[src/rtl/path_rle_encoder.sv]
// Run-length encoder for the maze solver's direction stream.
// Emits (dir, len, last) tokens through a first-word fall-through FIFO.
module path_rle_encoder #(
  parameter int DIR_WIDTH  = 2,
  parameter int LEN_WIDTH  = 5,
  parameter int FIFO_DEPTH = 8
) (
  input  logic                 clk,
  input  logic                 rst_n,
  input  logic                 in_valid,
  input  logic [DIR_WIDTH-1:0] in_dir,
  input  logic                 out_ready,
  output logic                 out_valid,
  output logic [DIR_WIDTH-1:0] out_dir,
  output logic [LEN_WIDTH-1:0] out_len,
  output logic                 out_last,
  output logic                 overflow,
  output logic                 busy
);

  localparam int AW = $clog2(FIFO_DEPTH);
  localparam int TW = 1 + DIR_WIDTH + LEN_WIDTH;
  localparam logic [LEN_WIDTH-1:0] MAX_LEN = {LEN_WIDTH{1'b1}};
  localparam logic [AW:0] FULL_CNT = (AW+1)'(FIFO_DEPTH);

  typedef enum logic {
    IDLE,
    RUN
  } state_t;

  state_t state;
  state_t state_nx;

  logic [DIR_WIDTH-1:0] cur_dir;
  logic [LEN_WIDTH-1:0] cur_len;

  logic          push;
  logic          load;
  logic          extend;
  logic [TW-1:0] push_tok;

  logic [TW-1:0] mem [FIFO_DEPTH];
  logic [AW-1:0] wr_ptr;
  logic [AW-1:0] rd_ptr;
  logic [AW:0]   count;
  logic          empty;
  logic          full;
  logic          pop;
  logic          wr_en;
  logic [TW-1:0] head;

  always_ff @(posedge clk or negedge rst_n) begin
    if (!rst_n) begin
      state <= IDLE;
    end else begin
      state <= state_nx;
    end
  end

  always_comb begin
    state_nx = state;
    unique case (state)
      IDLE: if (in_valid) state_nx = RUN;
      RUN:  if (!in_valid) state_nx = IDLE;
      default: state_nx = IDLE;
    endcase
  end

  always_comb begin
    push     = 1'b0;
    load     = 1'b0;
    extend   = 1'b0;
    push_tok = '0;
    unique case (state)
      IDLE: load = in_valid;
      RUN: begin
        if (!in_valid) begin
          push     = 1'b1;
          push_tok = {1'b1, cur_dir, cur_len};
        end else if (in_dir == cur_dir && cur_len != MAX_LEN) begin
          extend = 1'b1;
        end else begin
          // direction change or saturated run: close and restart
          push     = 1'b1;
          push_tok = {1'b0, cur_dir, cur_len};
          load     = 1'b1;
        end
      end
      default: ;
    endcase
  end

  always_ff @(posedge clk or negedge rst_n) begin
    if (!rst_n) begin
      cur_dir <= '0;
      cur_len <= '0;
    end else if (load) begin
      cur_dir <= in_dir;
      cur_len <= LEN_WIDTH'(1);
    end else if (extend) begin
      cur_len <= cur_len + LEN_WIDTH'(1);
    end
  end

  assign empty = (count == '0);
  assign full  = (count == FULL_CNT);
  assign pop   = !empty && out_ready;
  // a pop frees the head slot, so a full FIFO still takes the push
  assign wr_en = push && (!full || pop);

  always_ff @(posedge clk) begin
    if (wr_en) begin
      mem[wr_ptr] <= push_tok;
    end
  end

  always_ff @(posedge clk or negedge rst_n) begin
    if (!rst_n) begin
      wr_ptr <= '0;
      rd_ptr <= '0;
      count  <= '0;
    end else begin
      if (wr_en) wr_ptr <= wr_ptr + AW'(1);
      if (pop)   rd_ptr <= rd_ptr + AW'(1);
      unique case ({wr_en, pop})
        2'b10:   count <= count + (AW+1)'(1);
        2'b01:   count <= count - (AW+1)'(1);
        default: count <= count;
      endcase
    end
  end

  always_ff @(posedge clk or negedge rst_n) begin
    if (!rst_n) begin
      overflow <= 1'b0;
    end else if (push && full && !pop) begin
      overflow <= 1'b1;
    end
  end

  assign head      = mem[rd_ptr];
  assign out_valid = !empty;
  assign out_last  = empty ? 1'b0 : head[TW-1];
  assign out_dir   = empty ? '0 : head[TW-2 -: DIR_WIDTH];
  assign out_len   = empty ? '0 : head[LEN_WIDTH-1:0];
  assign busy      = (state == RUN) || !empty;

endmodule

[config.mk]
export PLATFORM = sky130hd
export DESIGN_NAME = path_rle_encoder
export DESIGN_NICKNAME = d
export VERILOG_FILES = /design/src/rtl/path_rle_encoder.sv
export SDC_FILE = /design/constraint.sdc
export NUM_CORES = 1
export LEC_CHECK = 0
export CAP_MARGIN = 20
export CORE_UTILIZATION = 35
export DETAILED_ROUTE_END_ITERATION = 8
export MAX_ROUTING_LAYER = met4
export PLACE_DENSITY = 0.57
export SYNTH_ARGS = -nofsm -noshare
export SYNTH_HDL_FRONTEND = slang
export SYNTH_SLANG_ARGS = --single-unit
[constraint.sdc]
create_clock -name clk -period 2.71 [get_ports clk]
set_input_delay 0.542 -clock clk [delete_from_list [all_inputs] [get_ports clk]]
set_output_delay 0.542 -clock clk [all_outputs]
set_load 0.005 [all_outputs]
; ---- Word-level counts from Yosys, hierarchy flattened
; Memory sizes are Yosys's and may differ from the RTL's.
; Cells that the tools add are included.
[word_totals]
word_cells = 52
out_inout_bits = 11
mem_bits_rw = 64
ff_bits = 19
n_memories = 1
in_bits = 6
[memory_table]
columns = memory, depth, width, read_ports, rd_ports_with_merged_regs, wr, line_no
row1 = mem, 8, 8, 1, 0, 1, 42  ; logic [TW-1:0] mem [FIFO_DEPTH];
[classes]
n_addsub = 5
muxes = 20
bitwise = 1
reduce_logical = 13
n_eq_ne = 5
[ops]
columns = op, n
row1 = two-way mux 8 bit, 2
row2 = two-way mux 5 bit, 3
row3 = two-way mux 1 bit, 11
row4 = one-hot mux 4 bit (2 select lines), 1
row5 = two-way mux 7 bit, 1
row6 = adder 3 x 1 -> 3 bit (second input constant), 2
row7 = adder 5 x 1 -> 5 bit (second input constant), 1
row8 = logical AND 1 bit, 5
row9 = inequality test 5 bit (second input constant), 1
row10 = adder 4 x 1 -> 4 bit (second input constant), 1
row11 = == test 4 bit (second input constant), 1
row12 = logical NOT 4 bit, 1
row13 = nonzero test 2 bit, 2
row14 = subtractor 4 x 1 -> 4 bit (second input constant), 1
row15 = logical NOT 1 bit, 3
row16 = == test 2 x 1 -> 1 bit (second input constant), 1
row17 = == test 2 bit, 1
row18 = == test 2 bit (second input constant), 1
row19 = logical OR 1 bit, 2
row20 = two-way mux 2 bit, 1
row21 = one-hot mux 1 bit (2 select lines), 1
row22 = inverter 1 bit, 1

; ---- Logic depth before layout (Yosys ltp)
[logic_depth]
word_depth = 8
ltp_mapped = 13
ltp_nobuf = 12

; ---- Least setup slack after synthesis
; Ideal clock, no wire load.
[synth_path]
path_kind = reg-to-reg
startpoint = register cur_len[0]
endpoint = register count[1]
synth_period_minus_slack_ps = 2466
setup_ps = 129
n_path_buf = 1
setup_slack_ps = 244
t_arrival_ps = 2336
path_stages_with_launch = 13
t_required_ps = 2581
path_cell_list = dfrtp_1 > ha_1 > and3_1 > ha_1 > nand2b_1 > o31a_1 > buf_6 > nor2_1 > xor2_1 > ha_1 > a21o_1 > o211ai_1 > o31ai_1
[synth_between]
elab_chain_len = 8
elab_cells_between_ends = 10
classes_between = eq/ne: 3 / mux: 4 / reduce/logical: 3
[synth_lines]
columns = item, line_no
row1 = "start, declared", 35  ; logic [LEN_WIDTH-1:0] cur_len;
row2 = "start signal, assigned", 101  ; cur_len <= cur_len + LEN_WIDTH'(1);
row3 = inequality test 5 bit (*), 80  ; end else if (in_dir == cur_dir && cur_len != MAX_LEN) begin
row4 = logical AND 1 bit (*), 80
row5 = two-way mux 1 bit (*), 80
row6 = two-way mux 1 bit (*), 77  ; if (!in_valid) begin
row7 = two-way mux 1 bit (*), 74  ; unique case (state)
row8 = logical AND 1 bit (*), 109  ; assign wr_en = push && (!full || pop);
row9 = == test 2 x 1 -> 1 bit or == test 2 bit (tied branches), 125  ; unique case ({wr_en, pop})
row10 = one-hot mux 4 bit (2 select lines) or nonzero test 2 bit (tied branches), -
row11 = "end signal, assigned", 126  ; 2'b10: count <= count + (AW+1)'(1);
row12 = "end signal, assigned", 127  ; 2'b01: count <= count - (AW+1)'(1);
row13 = "end signal, assigned", 128  ; default: count <= count;
row14 = "end, declared", 45  ; logic [AW:0] count;
; Mark *: on every way between the ends. The rest lies on a longest branch, timed or not.
; A chain may end at the register's enable or synchronous reset.

; ---- Worst setup path in the final report
[layout_path]
startpoint = register rd_ptr[0]
endpoint = output out_dir[1]
[layout_between]
elab_chain_len = 2
[layout_lines]
columns = item, line_no
row1 = "start, declared", 44  ; logic [AW-1:0] rd_ptr;
row2 = "start signal, assigned", 124  ; if (pop) rd_ptr <= rd_ptr + AW'(1);
row3 = memory (8 x 8 bit), -
row4 = two-way mux 2 bit, 144  ; assign out_dir = empty ? '0 : head[TW-2 -: DIR_WIDTH];
row5 = "end, declared", 14  ; output logic [DIR_WIDTH-1:0] out_dir,
; Every way passes these cells.

==> results.toml <==
[worst_hold_path]
worstHoldPathType = "reg2reg"
min_path_cells = 1
min_to = "overflow"
hp-start = "overflow"

[global_route]
antenna_found_initial = 0
grt_pass1_vias = 1975
grt_first_pass_wirelength_um = 10780
grt_max_degree = 20
grt.total_usage_pct = 15.02
gr-total-overflow = 0

[placement]
dp_hpwl_um = 4488
place_ws_ns = 0.05261
io_buffer_count = 16
place_area_mm2 = 0.004055
gp_congestion = 0.8069

[final_layout]
area_delta_synth_final_pct = 19.81
antennaDiodeCount = 0
post-route-util_pct = 43.73
drive_gt1_share_pct = 23.33
final_common_cell = "edfxtp_1"
final_nets = 276
postLayoutCellArea_mm2 = 0.004314
num-fill-cells = 878
most-common-layout-cells = "edfxtp_1 (64), buf_4 (22), nor2_1 (19), dfrtp_1 (19), mux4_2 (16)"

[routing]
routed-via-count = 1969
viasPerCell = 4.886
first_pass_iters = 4
drt-wirelength-per-cell_um = 16.95
drtIter0Drc = 74
antenna_left = 0
drt-total-wl_um = 6832
drc = 0

[critical_path]
cp-start-kind = "register"
path_class = "reg2out"
r2r_cells = 11
cp_max_fo = 17
end_kind = "output pin"
timing.rr.start = "cur_len[0]"
r2r-end = "count[1]"
cp.arrival_ns = 2.04
rrSetupSlack_ns = 0.19
cp.required_ns = 2.17

[floorplan]
die_h_um = 103.4
core_area_mm2 = 0.009864
io_pins = 17
die_area_mm2 = 0.01070
fp-row-count = 36
initial_utilization_pct = 36.50
die_w_um = 103.4

[clock_network]
path_clk_slew_ns = 0.08
cts_root_buffer = "clkbuf_8"
clock_path_buffers = 2
hold_buffers = 0
clkLatencyLatePin_ns = 0.35
cts_sinks = 83
cts_made_buffers = 9
cts_tree = "done"
htreeDepth = 3

[timing]
rsz0062_at_grt = "true"
timing.fmax_mhz = 387.8
worst_pin_slew_ns = 0.8346
hold_viol = 0
finalCriticalPeriod_ns = 2.578
slew_headroom_pct = 44.16
slew_violations = 0
min_period_over_period_pct = 95.15
setup_viol = 0
finClkSkew_ns = 0.008063
fin_ws_ns = 0.1315

[yosys]
postSynthCellCount = 228
synth-async-reset-ratio_pct = 22.89
synth_nets = 239
yosysUniqueCellTypes = 43
ys_seq_area_share_pct = 66.57
synth_area_per_cell_um2 = 15.79
syn_area_mm2 = 0.003601
synth_edf_count = 64
ys_ff_latch = 83
synth_flop_cell = "edfxtp_1"
yosys_warnings = 0

[outcome]
status = "completed"

[power_and_ir_drop]
power_leakage_uw = 0.001633
power_uw = 4161
powerDensity_mw_per_mm2 = 964.4
irDropWorstVdd_uv = 439.3

[job]
maxCapViolations = 0
cell families (layout without fill, tap and decap cells):
| family | after synthesis | in the layout | synth area share [%] |
|---|---|---|---|
| adders and majority gates | 5 | 5 | 1.737 |
| DFF | 83 | 83 | 66.57 |
| AOI/OAI and AO/OA | 20 | 20 | 3.857 |
| muxes | 31 | 31 | 14.42 |
| xor gates and xnor gates | 9 | 9 | 2.189 |
| and+or+nand+nor | 61 | 61 | 8.791 |
| buffers and inverters | 19 | 61 | 2.432 |
worst max-delay path by stage:
stage	from	depth (start not counted)	to	slack, ns
after detailed placement	in_dir[1]	5	mem[7][2]	0.05
after CTS	count[1]	4	out_len[3]	0.007
after global placement	in_dir[1]	5	mem[7][2]	0.08
after floorplan	cur_len[0]	12	count[1]	0.24
after global routing	rd_ptr[0]	6	out_dir[1]	-0.007
final	rd_ptr[0]	6	out_dir[1]	0.13
per-stage QoR:
step                setup TNS (ns)  instances  hold slack (ns)
floorplan                        0        228           0.2464
global placement                 0        385           0.4580
finish                           0        403           0.4751
global route             -0.007012        403           0.5085
detailed placement               0        385           0.4644
CTS                              0        402           0.4845
layer usage:
layer | part of all wire [%] | global-route usage [%] | routed length (um)
met1 | 49 | 19.43 | 3352
met2 | 48 | 22.62 | 3279
met3 | 1.7 | 2.823 | 113
met4 | 1.3 | 7.801 | 87
met5 | 0 | - | 0
critical path, stage by stage, from the launching register on:
cell and delay [ns]:
dfrtp_1 0.37, buf_12 0.19, buf_4 0.13, mux4_2 0.50, mux2i_2 0.17, nor2_1 0.06, dlygate4sd2_1 0.26
sequential cells by signal, indices dropped and copies added (netlist names):
signal,flops
mem,64
cur_len,5
count,4
rd_ptr,3
wr_ptr,3
cur_dir,2
overflow,1
state,1
power by group:
group          internal (uW)  switching, uW  total, uW
logic                    816            593       1410
registers               1590            202       1790
clock network            519            441        960
total                   2930           1240       4160
cells in the mapped netlist, types with 2 or more instances:
| library cell | number | area, um^2 |
|---|---|---|
| edfxtp_1 | 64 | 1922 |
| dfrtp_1 | 19 | 475.5 |
| nor2_1 | 19 | 71.32 |
| mux4_2 | 16 | 360.4 |
| mux2i_1 | 11 | 110.1 |
| nand3_1 | 10 | 50.05 |
| and2_1 | 7 | 43.79 |
| nand2_1 | 7 | 26.28 |
| clkbuf_1 | 6 | 22.52 |
| o21ai_0 | 6 | 30.03 |
| ha_1 | 5 | 62.56 |
| inv_1 | 5 | 18.77 |
| xnor2_1 | 5 | 43.79 |
| xor2_1 | 4 | 35.03 |
| mux2_2 | 3 | 33.78 |
| nand2b_1 | 3 | 18.77 |
| nor3_1 | 3 | 15.01 |
| a21oi_1 | 2 | 10.01 |
| and3_1 | 2 | 12.51 |
| buf_1 | 2 | 7.510 |
| buf_2 | 2 | 10.01 |
| clkbuf_2 | 2 | 10.01 |
| o211ai_1 | 2 | 15.01 |
| o311ai_0 | 2 | 17.52 |
| o41ai_1 | 2 | 17.52 |
| or3_1 | 2 | 12.51 |
repair_timing:
action	in CTS	in global routing
endpoints found under the setup margin	1	7
gates resized for setup	1	9
buffers inserted	1	1
hold endpoints to repair	0	0
pin swaps	0	0
area by class of cell:
cell class              count  area [um^2]  area share, %
multi-input cells         126         1135          26.31
clock buffers              10        127.6          2.958
clock inverters             6        87.58          2.030
repair buffers             40        381.6          8.846
flip-flops and latches     83         2397          55.57
well taps                 133        166.4          3.857
inverters                   5        18.77         0.4350
Note: power is estimated with default switching activity, not from simulation.
